==> src/rtl/unary_pkg.sv <==
// Shared types and helpers for the unary stream generator and related stochastic sources.
package unary_pkg;

    function automatic int unsigned count_width(input int unsigned w);
        return $clog2(w + 1);
    endfunction

    typedef enum logic {
        UG_THERM = 1'b0,
        UG_DIST  = 1'b1
    } ug_mode_t;

    typedef enum logic {
        UG_IDLE   = 1'b0,
        UG_STREAM = 1'b1
    } ug_state_t;

endpackage

==> src/rtl/unary_dist_accum.sv <==
// Bresenham-style accumulator: spreads `value` ones evenly over INPUT_WIDTH steps.
module unary_dist_accum
    import unary_pkg::*;
#(
    parameter int unsigned INPUT_WIDTH = 32,
    parameter int unsigned COUNT_WIDTH = count_width(INPUT_WIDTH)
) (
    input  logic                   clk,
    input  logic                   reset,
    input  logic                   en,
    input  logic                   clr,
    input  logic [COUNT_WIDTH-1:0] value,
    output logic                   dist_bit_c,
    output logic [COUNT_WIDTH-1:0] acc
);

    localparam int unsigned SUM_WIDTH = COUNT_WIDTH + 1;

    logic [SUM_WIDTH-1:0]   sum_c;
    logic [COUNT_WIDTH-1:0] acc_q;
    logic [COUNT_WIDTH-1:0] acc_d;

    // acc < INPUT_WIDTH and value <= INPUT_WIDTH, so one extra bit holds the sum.
    always_comb begin
        sum_c      = SUM_WIDTH'(acc_q) + SUM_WIDTH'(value);
        dist_bit_c = (sum_c >= SUM_WIDTH'(INPUT_WIDTH));
        acc_d      = acc_q;
        if (clr) begin
            acc_d = '0;
        end else if (en) begin
            if (dist_bit_c) begin
                acc_d = COUNT_WIDTH'(sum_c - SUM_WIDTH'(INPUT_WIDTH));
            end else begin
                acc_d = COUNT_WIDTH'(sum_c);
            end
        end
    end

    always_ff @(posedge clk or negedge reset) begin
        if (!reset) begin
            acc_q <= '0;
        end else begin
            acc_q <= acc_d;
        end
    end

    assign acc = acc_q;

endmodule

==> src/rtl/unary_stream_gen.sv <==
// Binary-to-unary stream generator: emits INPUT_WIDTH bits holding exactly in_value ones.
module unary_stream_gen
    import unary_pkg::*;
#(
    parameter int unsigned INPUT_WIDTH = 32,
    parameter int unsigned COUNT_WIDTH = count_width(INPUT_WIDTH)
) (
    input  logic                   clk,
    input  logic                   reset,
    input  logic                   in_valid,
    output logic                   in_ready,
    input  logic [COUNT_WIDTH-1:0] in_value,
    input  logic                   mode,
    input  logic                   hold,
    output logic                   bit_out,
    output logic                   bit_valid,
    output logic                   last,
    output logic                   busy,
    output logic [COUNT_WIDTH-1:0] sent_count
);

    localparam logic [COUNT_WIDTH-1:0] FULL_COUNT = COUNT_WIDTH'(INPUT_WIDTH);
    localparam logic [COUNT_WIDTH-1:0] LAST_INDEX = COUNT_WIDTH'(INPUT_WIDTH - 1);

    ug_state_t              state_q, state_d;
    ug_mode_t               mode_q, mode_d;
    logic [COUNT_WIDTH-1:0] value_q, value_d;
    logic [COUNT_WIDTH-1:0] sent_count_q, sent_count_d;
    logic                   bit_out_q, bit_out_d;
    logic                   bit_valid_q, bit_valid_d;
    logic                   last_q, last_d;
    logic                   busy_q, busy_d;

    logic                   acc_en_c;
    logic                   acc_clr_c;
    logic                   dist_bit_c;
    logic                   therm_bit_c;
    logic [COUNT_WIDTH-1:0] sat_value_c;
    logic [COUNT_WIDTH-1:0] acc_unused;

    unary_dist_accum #(
        .INPUT_WIDTH (INPUT_WIDTH),
        .COUNT_WIDTH (COUNT_WIDTH)
    ) u_accum (
        .clk        (clk),
        .reset      (reset),
        .en         (acc_en_c),
        .clr        (acc_clr_c),
        .value      (value_q),
        .dist_bit_c (dist_bit_c),
        .acc        (acc_unused)
    );

    assign in_ready    = (state_q == UG_IDLE) & reset;
    assign therm_bit_c = (sent_count_q < value_q);
    assign sat_value_c = (in_value > FULL_COUNT) ? FULL_COUNT : in_value;

    // Next-state and registered-output logic; a bit is issued only on an unheld STREAM edge.
    always_comb begin
        state_d      = state_q;
        mode_d       = mode_q;
        value_d      = value_q;
        sent_count_d = sent_count_q;
        bit_out_d    = 1'b0;
        bit_valid_d  = 1'b0;
        last_d       = 1'b0;
        busy_d       = busy_q;
        acc_en_c     = 1'b0;
        acc_clr_c    = 1'b0;

        case (state_q)
            UG_IDLE: begin
                if (in_valid) begin
                    state_d      = UG_STREAM;
                    mode_d       = ug_mode_t'(mode);
                    value_d      = sat_value_c;
                    sent_count_d = '0;
                    busy_d       = 1'b1;
                    acc_clr_c    = 1'b1;
                end
            end
            UG_STREAM: begin
                if (!hold) begin
                    bit_valid_d  = 1'b1;
                    bit_out_d    = (mode_q == UG_DIST) ? dist_bit_c : therm_bit_c;
                    sent_count_d = sent_count_q + COUNT_WIDTH'(1);
                    acc_en_c     = (mode_q == UG_DIST);
                    if (sent_count_q == LAST_INDEX) begin
                        last_d  = 1'b1;
                        state_d = UG_IDLE;
                        busy_d  = 1'b0;
                    end
                end
            end
            default: begin
                state_d = UG_IDLE;
                busy_d  = 1'b0;
            end
        endcase
    end

    always_ff @(posedge clk or negedge reset) begin
        if (!reset) begin
            state_q      <= UG_IDLE;
            mode_q       <= UG_THERM;
            value_q      <= '0;
            sent_count_q <= '0;
            bit_out_q    <= 1'b0;
            bit_valid_q  <= 1'b0;
            last_q       <= 1'b0;
            busy_q       <= 1'b0;
        end else begin
            state_q      <= state_d;
            mode_q       <= mode_d;
            value_q      <= value_d;
            sent_count_q <= sent_count_d;
            bit_out_q    <= bit_out_d;
            bit_valid_q  <= bit_valid_d;
            last_q       <= last_d;
            busy_q       <= busy_d;
        end
    end

    assign bit_out    = bit_out_q;
    assign bit_valid  = bit_valid_q;
    assign last       = last_q;
    assign busy       = busy_q;
    assign sent_count = sent_count_q;

endmodule
==> config.mk <==
export PLATFORM = sky130hd
export DESIGN_NAME = unary_stream_gen
export DESIGN_NICKNAME = d
export VERILOG_FILES = /design/src/rtl/unary_pkg.sv /design/src/rtl/unary_dist_accum.sv /design/src/rtl/unary_stream_gen.sv
export SDC_FILE = /design/constraint.sdc
export NUM_CORES = 1
export LEC_CHECK = 0
export BUFFER_PORTS_ARGS = -buffer_cell sky130_fd_sc_hd__buf_2
export CORE_ASPECT_RATIO = 0.6
export CORE_MARGIN = 2
export CORE_UTILIZATION = 50
export CTS_CLUSTER_DIAMETER = 100
export DETAILED_ROUTE_END_ITERATION = 7
export PLACE_DENSITY = 0.78
export SLEW_MARGIN = 30
export SYNTH_ARGS = -nofsm -noshare
export SYNTH_HDL_FRONTEND = slang
export SYNTH_SLANG_ARGS = --single-unit
==> constraint.sdc <==
create_clock -name clk -period 3.7 [get_ports clk]
set_input_delay 0.925 -clock clk [delete_from_list [all_inputs] [get_ports clk]]
set_output_delay 0.925 -clock clk [all_outputs]
set_load 0.02 [all_outputs]
; ---- Word-level counts from Yosys, hierarchy flattened
; Index checks and enable logic that the tools add are counted.
[word_totals]
wordCells = 51
input_bits = 11
reg_bits = 24
output_inout_bits = 11
[op_classes]
eq_ne = 4
n_reduce_logical = 4
order_cmp = 3
muxes = 26
bitwise = 2
addsub = 3
[ops]
columns = op, count
row1 = 2-to-1 mux 6 bit, 6
row2 = 2-to-1 mux 1 bit, 17
row3 = one-hot mux 6 bit (2 select lines), 1
row4 = adder 6 x 6 -> 7 bit, 1
row5 = ">= comparator 7 x 6 -> 1 bit, second input constant", 1
row6 = "adder 6 x 1 -> 6 bit, second input constant", 1
row7 = "== test 6 x 5 -> 1 bit, second input constant", 1
row8 = "greater-than comparator 6 bit, second input constant", 1
row9 = < comparator 6 bit, 1
row10 = "subtractor 6 bit, second input constant", 1
row11 = "inequality test 2 bit, second input constant", 2
row12 = one-hot mux 1 bit (2 select lines), 2
row13 = AND reduction 2 bit, 2
row14 = AND reduction 3 bit, 1
row15 = "inequality test 2 x 1 -> 1 bit, second input constant", 1
row16 = nonzero test 2 bit, 1
row17 = bitwise AND 1 bit, 1
row18 = inverter 1 bit, 1

; ---- Logic depth before layout (Yosys ltp)
; Gate-level depths: netlist of the first run.
[depth]
word_depth = 5
ltp_mapped = 7
mapped_depth_nobuf = 7

; ---- Hierarchy
; Synthesis of the first run repeated with hierarchy kept, for this count alone.
[unflattened]
hier_cells = 136
hier_area_um2 = 1422.6
[by_module_without_submodules]
columns = module, area_each_um2, instances, cells_each, seq_area_each_um2
row1 = unary_stream_gen, 907.1, 1, 85, 450.4
row2 = unary_dist_accum, 515.5, 1, 51, 150.1

; ---- Least setup slack after synthesis of the first run
; OpenSTA, ideal clock, no wires.
[synth_timing]
path_kind = input-to-output
from = input reset
to = output in_ready
setup_slack_ps = 1523
arrival_time_ps = 1252
path_stages = 1
required_ps = 2775
path_buffers = 0
path_cell_list = nor2b_1
[synth_via]
elab_chain_cells = 1
[synth_rtl]
columns = element, line_no
row1 = "start, declared", unary_stream_gen.sv:9  ; input logic reset,
row2 = bitwise AND 1 bit, unary_stream_gen.sv:54  ; assign in_ready = (state_q == UG_IDLE) & reset;
row3 = "end, declared", unary_stream_gen.sv:11  ; output logic in_ready,
; Every way passes these cells.

; ---- Worst setup path after layout of the first run
; Ends and elaborated chain as after synthesis.

==> metrics.csv, run 1 <==
stage,metric,value,unit
yosys,ys.flop_type,dfrtp_1,
global_routing,grt_max_degree,26,
critical_path,cp_data_arrival_time,1620,ps
sta,slew_violations,0,
power_and_ir_drop,p_clk_frac,0.205,
critical_path,critPathLaunchType,input pin,
drt,vias_per_cell,5.56,
power_and_ir_drop,combinationalPowerShare,0.436,
drt,dr.pass1.iters,4,
global_routing,grt_remaining_overflow,0,
power_and_ir_drop,p_leak,0.734,nW
cts,numCtsBuffers,3,
yosys,synth_area_per_cell,10.3,um2
cts,cts_resized,0,
layout,final_util,0.621,
power_and_ir_drop,power_density,724,nW/um2
critical_path,cp_num_buf_inv,3,
yosys,yosys_register_bits,24,
sta,fmax,393,MHz
place,dp_slack,1120,ps
floorplanning,initial_utilization,0.535,
cts,cts_tree,yes,
cts,clk_latency,280,ps
cts,clk_pin_slew,90,ps
yosys,synth_area,1360,um2
critical_path,worstSetupPathType,input pin to primary output,
yosys,syn_inst,132,
layout,n_antenna_cell,0,
drt,wl_per_cell,14.6,um
power_and_ir_drop,p_int,696,uW
floorplanning,dieArea,3170,um2
sta,tns,0,ps
cts,cts_root_buffer,clkbuf_8,
drt,drtAntennaViolNets,0,
global_routing,antenna_found_initial,0,
floorplanning,fp-row-count,14,
yosys,synthArstFlopShare,1.00,
floorplanning,dieWidth,71.3,um
drt,wirelength,2.74,mm
global_routing,grt_usage,0.194,
sta,worst_slack,1150,ps
critical_path,crit_slowest_cell,buf_4,
layout,nNetsFinal,181,
power_and_ir_drop,p_sw_frac,0.391,
global_routing,grt_first_pass_wirelength,4.55,mm
critical_path,reg2reg_depth,6,
worst_hold_path,min_path_cells,2,
yosys,synth.area.mux_share,0,
cts,cts-hold-fix-buffers,0,
sta,rsz0062_at_grt,no,
critical_path,r2r_start,u_accum.acc[0],
place,dp_hpwl,2.04,mm
yosys,seq_area_frac_synth,0.442,
drt,drtIter0Drc,43,
yosys,synth_compound_area_frac,0.178,
yosys,ys_types,34,
sta,hold_viol_final,0,
sta,worst_slew_pin_slew,556,ps
worst_hold_path,hold_start,busy,
yosys,synth-edff-count,0,
power_and_ir_drop,switching_power,447,uW
worst_hold_path,holdPathEnd,busy,
cts,cts_num_sinks,24,
yosys,synth_area_leaders,"dfrtp_1 (44%), ha_1 (11%), nand3_1 (5.2%)",
sta,skew,6.83,ps
critical_path,r2r_slack,1560,ps
drt,routed-via-count,1046,
drt,drcViolationCount,0,
layout,area_growth_syn_to_layout,16.0,%
place,port_buffers,21,
yosys,synthXorXnorAreaFrac,0.0322,
critical_path,cp_slowest_stage_delay,290,ps
global_routing,grt_pass1_vias,930,
sta,max-slew-margin-rel,0.628,
outcome,outcome,completed,
floorplanning,ios,22,
yosys,synth_top_family_by_area,simple AND/OR/NAND/NOR gates,
critical_path,r2r-end,bit_out,
power_and_ir_drop,ir_worst_vdd,0.000297,V
floorplanning,die_h,44.4,um
place,gp_congestion,0.819,
yosys,netlist.area_leader.share,0.442,
yosys,synth_top_area_cell,dfrtp_1,
critical_path,critPathMaxFanout,25,
sta,setup_viol,0,
yosys,synth_fp_nets,156,
critical_path,cp_cell_sequence,buf_2 > buf_4 > nor2b_1 > buf_2,
sta,fin_crit,2550,ps
layout,drive_gt1_frac,0.250,
cts,cts-htree-levels,1,
run,max-cap-violations,0,
critical_path,cp.required,2770,ps
power_and_ir_drop,seq_power_share,0.359,
critical_path,path_common_cell,buf_2,
yosys,synth_warnings,0,
yosys,yosys.area_share.simple,0.192,
cts,clock_path_buffers,2,
critical_path,cp-end-kind,primary output,
critical_path,cp_top_family,buffers and inverters,
worst_hold_path,hp-class,register to register,
floorplanning,fp.coreArea,2540,um2
yosys,synth_fa_ha_area_frac,0.125,
sta,final.period_utilization,0.688,
cts,post_cts_buffers,0,
-- flip-flops by register name (all words and copies together), names as in the netlist --
name	count
bit_out	1
bit_valid	1
busy	1
last	1
mode_q	1
sent_count	6
state_q	1
u_accum.acc	6
value_q	6
-- worst register-to-register path: stages (launching register included) --
cell and delay [ps]:
dfrtp_1 400, ha_1 250, fa_1 440, a21oi_1 320, nor4b_4 100, a2111oi_4 360
a311oi_2 150
-- area by class of cell --
cell class,count,area [um2]
fillers,201,962
flip-flops and latches,24,601
multi-input cells,97,719
repair buffers,22,113
clock inverters,1,30.0
well taps,32,40.0
clock buffers,3,41.3
inverters,9,33.8
-- cell usage after synthesis (2+ instances only) --
master and instances:
nand3_1 14, nor2_1 7, dfrtp_1 24, nand4_1 2
ha_1 12, o21ai_1 10, inv_2 3, xnor2_1 4
nand2b_1 2, nand2_1 13, nand3b_1 4, nor2b_1 3
o21ai_0 2, a21oi_1 5, o211ai_1 2, inv_1 6
o31ai_1 2
-- through the flow --
| step | hold WS [ps] | std cells | cell area (um2) | total power, mW |
|---|---|---|---|---|
| floorplan | 474 | 132 | 1360 | 0.785 |
| global placement | 477 | 184 | 1500 | 0.884 |
| detailed placement | 494 | 184 | 1500 | 0.905 |
| CTS | 514 | 188 | 1580 | 1.14 |
| global route | 540 | 188 | 1580 | 1.22 |
| finish | 510 | 188 | 1580 | 1.14 |
-- worst max-delay path by stage --
| stage | startpoint | slack [ps] | to | depth (start not counted) |
|---|---|---|---|---|
| finish | reset | 1150 | in_ready | 4 |
| global route | reset | 1040 | in_ready | 4 |
| CTS | reset | 1110 | in_ready | 4 |
| detailed placement | reset | 1120 | in_ready | 4 |
| global placement | reset | 1150 | in_ready | 4 |
| floorplan | reset | 1520 | in_ready | 1 |
-- routing by layer --
metal,vias to the layer above,share of wire,track usage,wire [um]
li1,521,-,-,-
met1,491,0.53,0.295,1440
met4,0,0.0095,0.0453,26
met5,-,0,0,0
met2,30,0.39,0.274,1080
met3,4,0.068,0.0592,186
-- kinds of logic after synthesis --
group	after synthesis
and+or+nand+nor	48
AOI/OAI and AO/OA	31
DFF	24
xor gates and xnor gates	5
buffers and inverters	11
adders and majority gates	13
-- power by group through the flow --
| stage | logic, mW | clock network (mW) | registers (mW) |
|---|---|---|---|
| 3_5_place_dp | 0.493 | 0 | 0.412 |
| 5_1_grt | 0.553 | 0.247 | 0.420 |
| 3_3_place_gp | 0.476 | 0 | 0.408 |
| 4_1_cts | 0.502 | 0.235 | 0.408 |
| 6_report | 0.498 | 0.234 | 0.410 |
| 2_1_floorplan | 0.340 | 0 | 0.445 |
-- cells in the final DEF (no fill, tap or decap), types with 2 or more instances in the layout --
cell type	Yosys	final
dfrtp_1	24	24
buf_2	1	21
nand3_1	14	14
nand2_1	13	13
ha_1	12	12
o21ai_1	10	10
nor2_1	7	7
inv_1	6	6
a21oi_1	5	5
xnor2_1	4	4
nand3b_1	4	4
inv_2	3	3
clkbuf_8	0	3
nor2b_1	3	2
nand4_1	2	2
nand2b_1	2	2
o21ai_0	2	2
o211ai_1	2	2
o31ai_1	2	2
Power figures use the tool's default switching activity.
==> inputs of run 2 (changes only) <==
==> constraint.sdc (replaced) <==
create_clock -name clk -period 2.4 [get_ports clk]
set_input_delay 0.6 -clock clk [delete_from_list [all_inputs] [get_ports clk]]
set_output_delay 0.6 -clock clk [all_outputs]
set_load 0.02 [all_outputs]
==> run 2 against run 1 <==
Compared with the run above: count of clock-buffer cells in the layout rose by 1; sequential share of layout area is 0.27 points higher; power increased by 47%; critical path type is now register to register; largest cell class unchanged.
==> metrics.csv, run 2 (same netlist as run 1, synthesis figures left out) <==
stage,metric,value,unit
outcome,outcome,completed,
layout,nNetsFinal,182,
global_routing,grt_busiest_layer,met1,
cts,numCtsBuffers,3,
cts,cts_num_sinks,24,
drt,drcViolationCount,0,
critical_path,cp-startpoint,value_q[0],
sta,fmax,465,MHz
sta,skew,4.68,ps
critical_path,critPathLaunchType,register,
floorplanning,fp-row-count,14,
drt,routed-via-count,1046,
global_routing,grtUsageMet3,0.0615,
layout,drive_gt1_frac,0.248,
global_routing,grt_usage,0.198,
critical_path,cp_num_buf_inv,0,
critical_path,cp.required,2530,ps
global_routing,use_met1,0.293,
critical_path,cp_cell_sequence,ha_1 > fa_1 > a21oi_1 > nor4b_4 > a2111oi_4 > a311oi_2,
cts,cts-htree-levels,1,
layout,final_util,0.617,
run,max-cap-violations,0,
critical_path,reg2reg_depth,6,
power_and_ir_drop,p_leak,0.732,nW
layout,fillers,221,
cts,cts-hold-fix-buffers,0,
place,dp_hpwl,2.17,mm
power_and_ir_drop,ir_worst_vdd,0.000661,V
critical_path,critPathMaxFanout,3,
critical_path,worstSetupPathType,register to register,
sta,slew_violations,0,
place,placed_area,1510,um2
critical_path,crit_end,bit_out,
cts,clk_pin_slew,80,ps
sta,setup_viol,0,
cts,clock_path_buffers,2,
floorplanning,ios,22,
drt,vias_per_cell,5.53,
drt,drtAntennaViolNets,0,
place,dp_cells,185,
sta,worst_slew_pin_slew,546,ps
floorplanning,dieArea,3170,um2
cts,cts_root_buffer,clkbuf_8,
cts,post_cts_buffers,0,
critical_path,cp_data_arrival_time,2290,ps
global_routing,grt_remaining_overflow,0,
sta,final.period_utilization,0.897,
place,port_buffers,21,
global_routing,use_met2,0.281,
critical_path,cp_top_family,compound AO/OA/AOI/OAI gates,
sta,fin_crit,2150,ps
layout,area_growth_syn_to_layout,15.2,%
cts,cts_resized,0,
drt,dr.pass1.iters,4,
critical_path,r2r_slack,250,ps
floorplanning,die_h,44.4,um
drt,wirelength,2.85,mm
critical_path,r2r-end,bit_out,
sta,hold_viol_final,0,
critical_path,crit_slowest_cell,fa_1,
layout,final_cells,189,
global_routing,grt_max_degree,25,
sta,rsz0062_at_grt,no,
layout,mostFrequentLayoutCell,dfrtp_1,
critical_path,crit_cells,6,
critical_path,r2r_start,value_q[0],
place,gp_congestion,0.837,
layout,n_antenna_cell,0,
sta,max-slew-margin-rel,0.636,
power_and_ir_drop,power_density,1070,nW/um2
critical_path,cp_slowest_stage_delay,450,ps
layout,final_cell_mix,"dfrtp_1 (24), buf_2 (21), nand3_1 (14)",
floorplanning,dieWidth,71.3,um
global_routing,grt_first_pass_wirelength,4.55,mm
cts,cts_tree,yes,
global_routing,grt_pass1_vias,926,
global_routing,antenna_found_initial,0,
drt,wl_per_cell,15.1,um
sta,holdWs,316,ps
critical_path,cp-end-kind,register,
cts,clk_latency,270,ps
layout,final_area,1570,um2
sta,tns,0,ps
worst_hold_path,hp-class,input pin to async pin,
floorplanning,fp.coreArea,2540,um2
floorplanning,initial_utilization,0.535,
drt,drtIter0Drc,53,
==> run 2: cell count changes in the layout (fill, tap and decap cells not counted) <==
cell	previous run	this run
buf_4	1	2
bufinv_16	1	0
clkbuf_8	3	4
nor2b_1	2	3
nor2b_2	1	0
==> run 2: how the worst min path moves through the flow <==
stage                       endpoint  slack [ps]
after floorplan              bit_out         300
after global placement          busy         480
after detailed placement        busy         500
after CTS                 value_q[3]         320
after global routing      value_q[1]         330
final                           busy         320
==> run 2: routing by layer <==
metal,wire length [um],up-vias
met5,0,-
li1,-,525
met4,19,0
met3,157,2
met2,1150,27
met1,1530,492
==> run 2: power by group <==
group          switching (mW)  internal, mW  total [mW]
Clock                   0.126         0.146       0.272
Combinational           0.448         0.328       0.777
Sequential              0.113         0.520       0.633
Total                   0.688         0.995        1.68
==> run 2: cell type report <==
type	count	area (um2)	share of cell area
Multi-Input combinational cell	97	717	0.458
Inverter	9	33.8	0.0216
Timing Repair Buffer	23	120	0.0767
Sequential cell	24	601	0.383
Tap cell	32	40.0	0.0256
Clock buffer	4	55.1	0.0351
==> run 2: stage by stage <==
| stage | total power, mW | setup WS, ps |
|---|---|---|
| after floorplan | 1.21 | 426 |
| after global placement | 1.37 | 357 |
| after detailed placement | 1.41 | 272 |
| after CTS | 1.68 | 256 |
| after global routing | 1.82 | 144 |
| final | 1.68 | 248 |
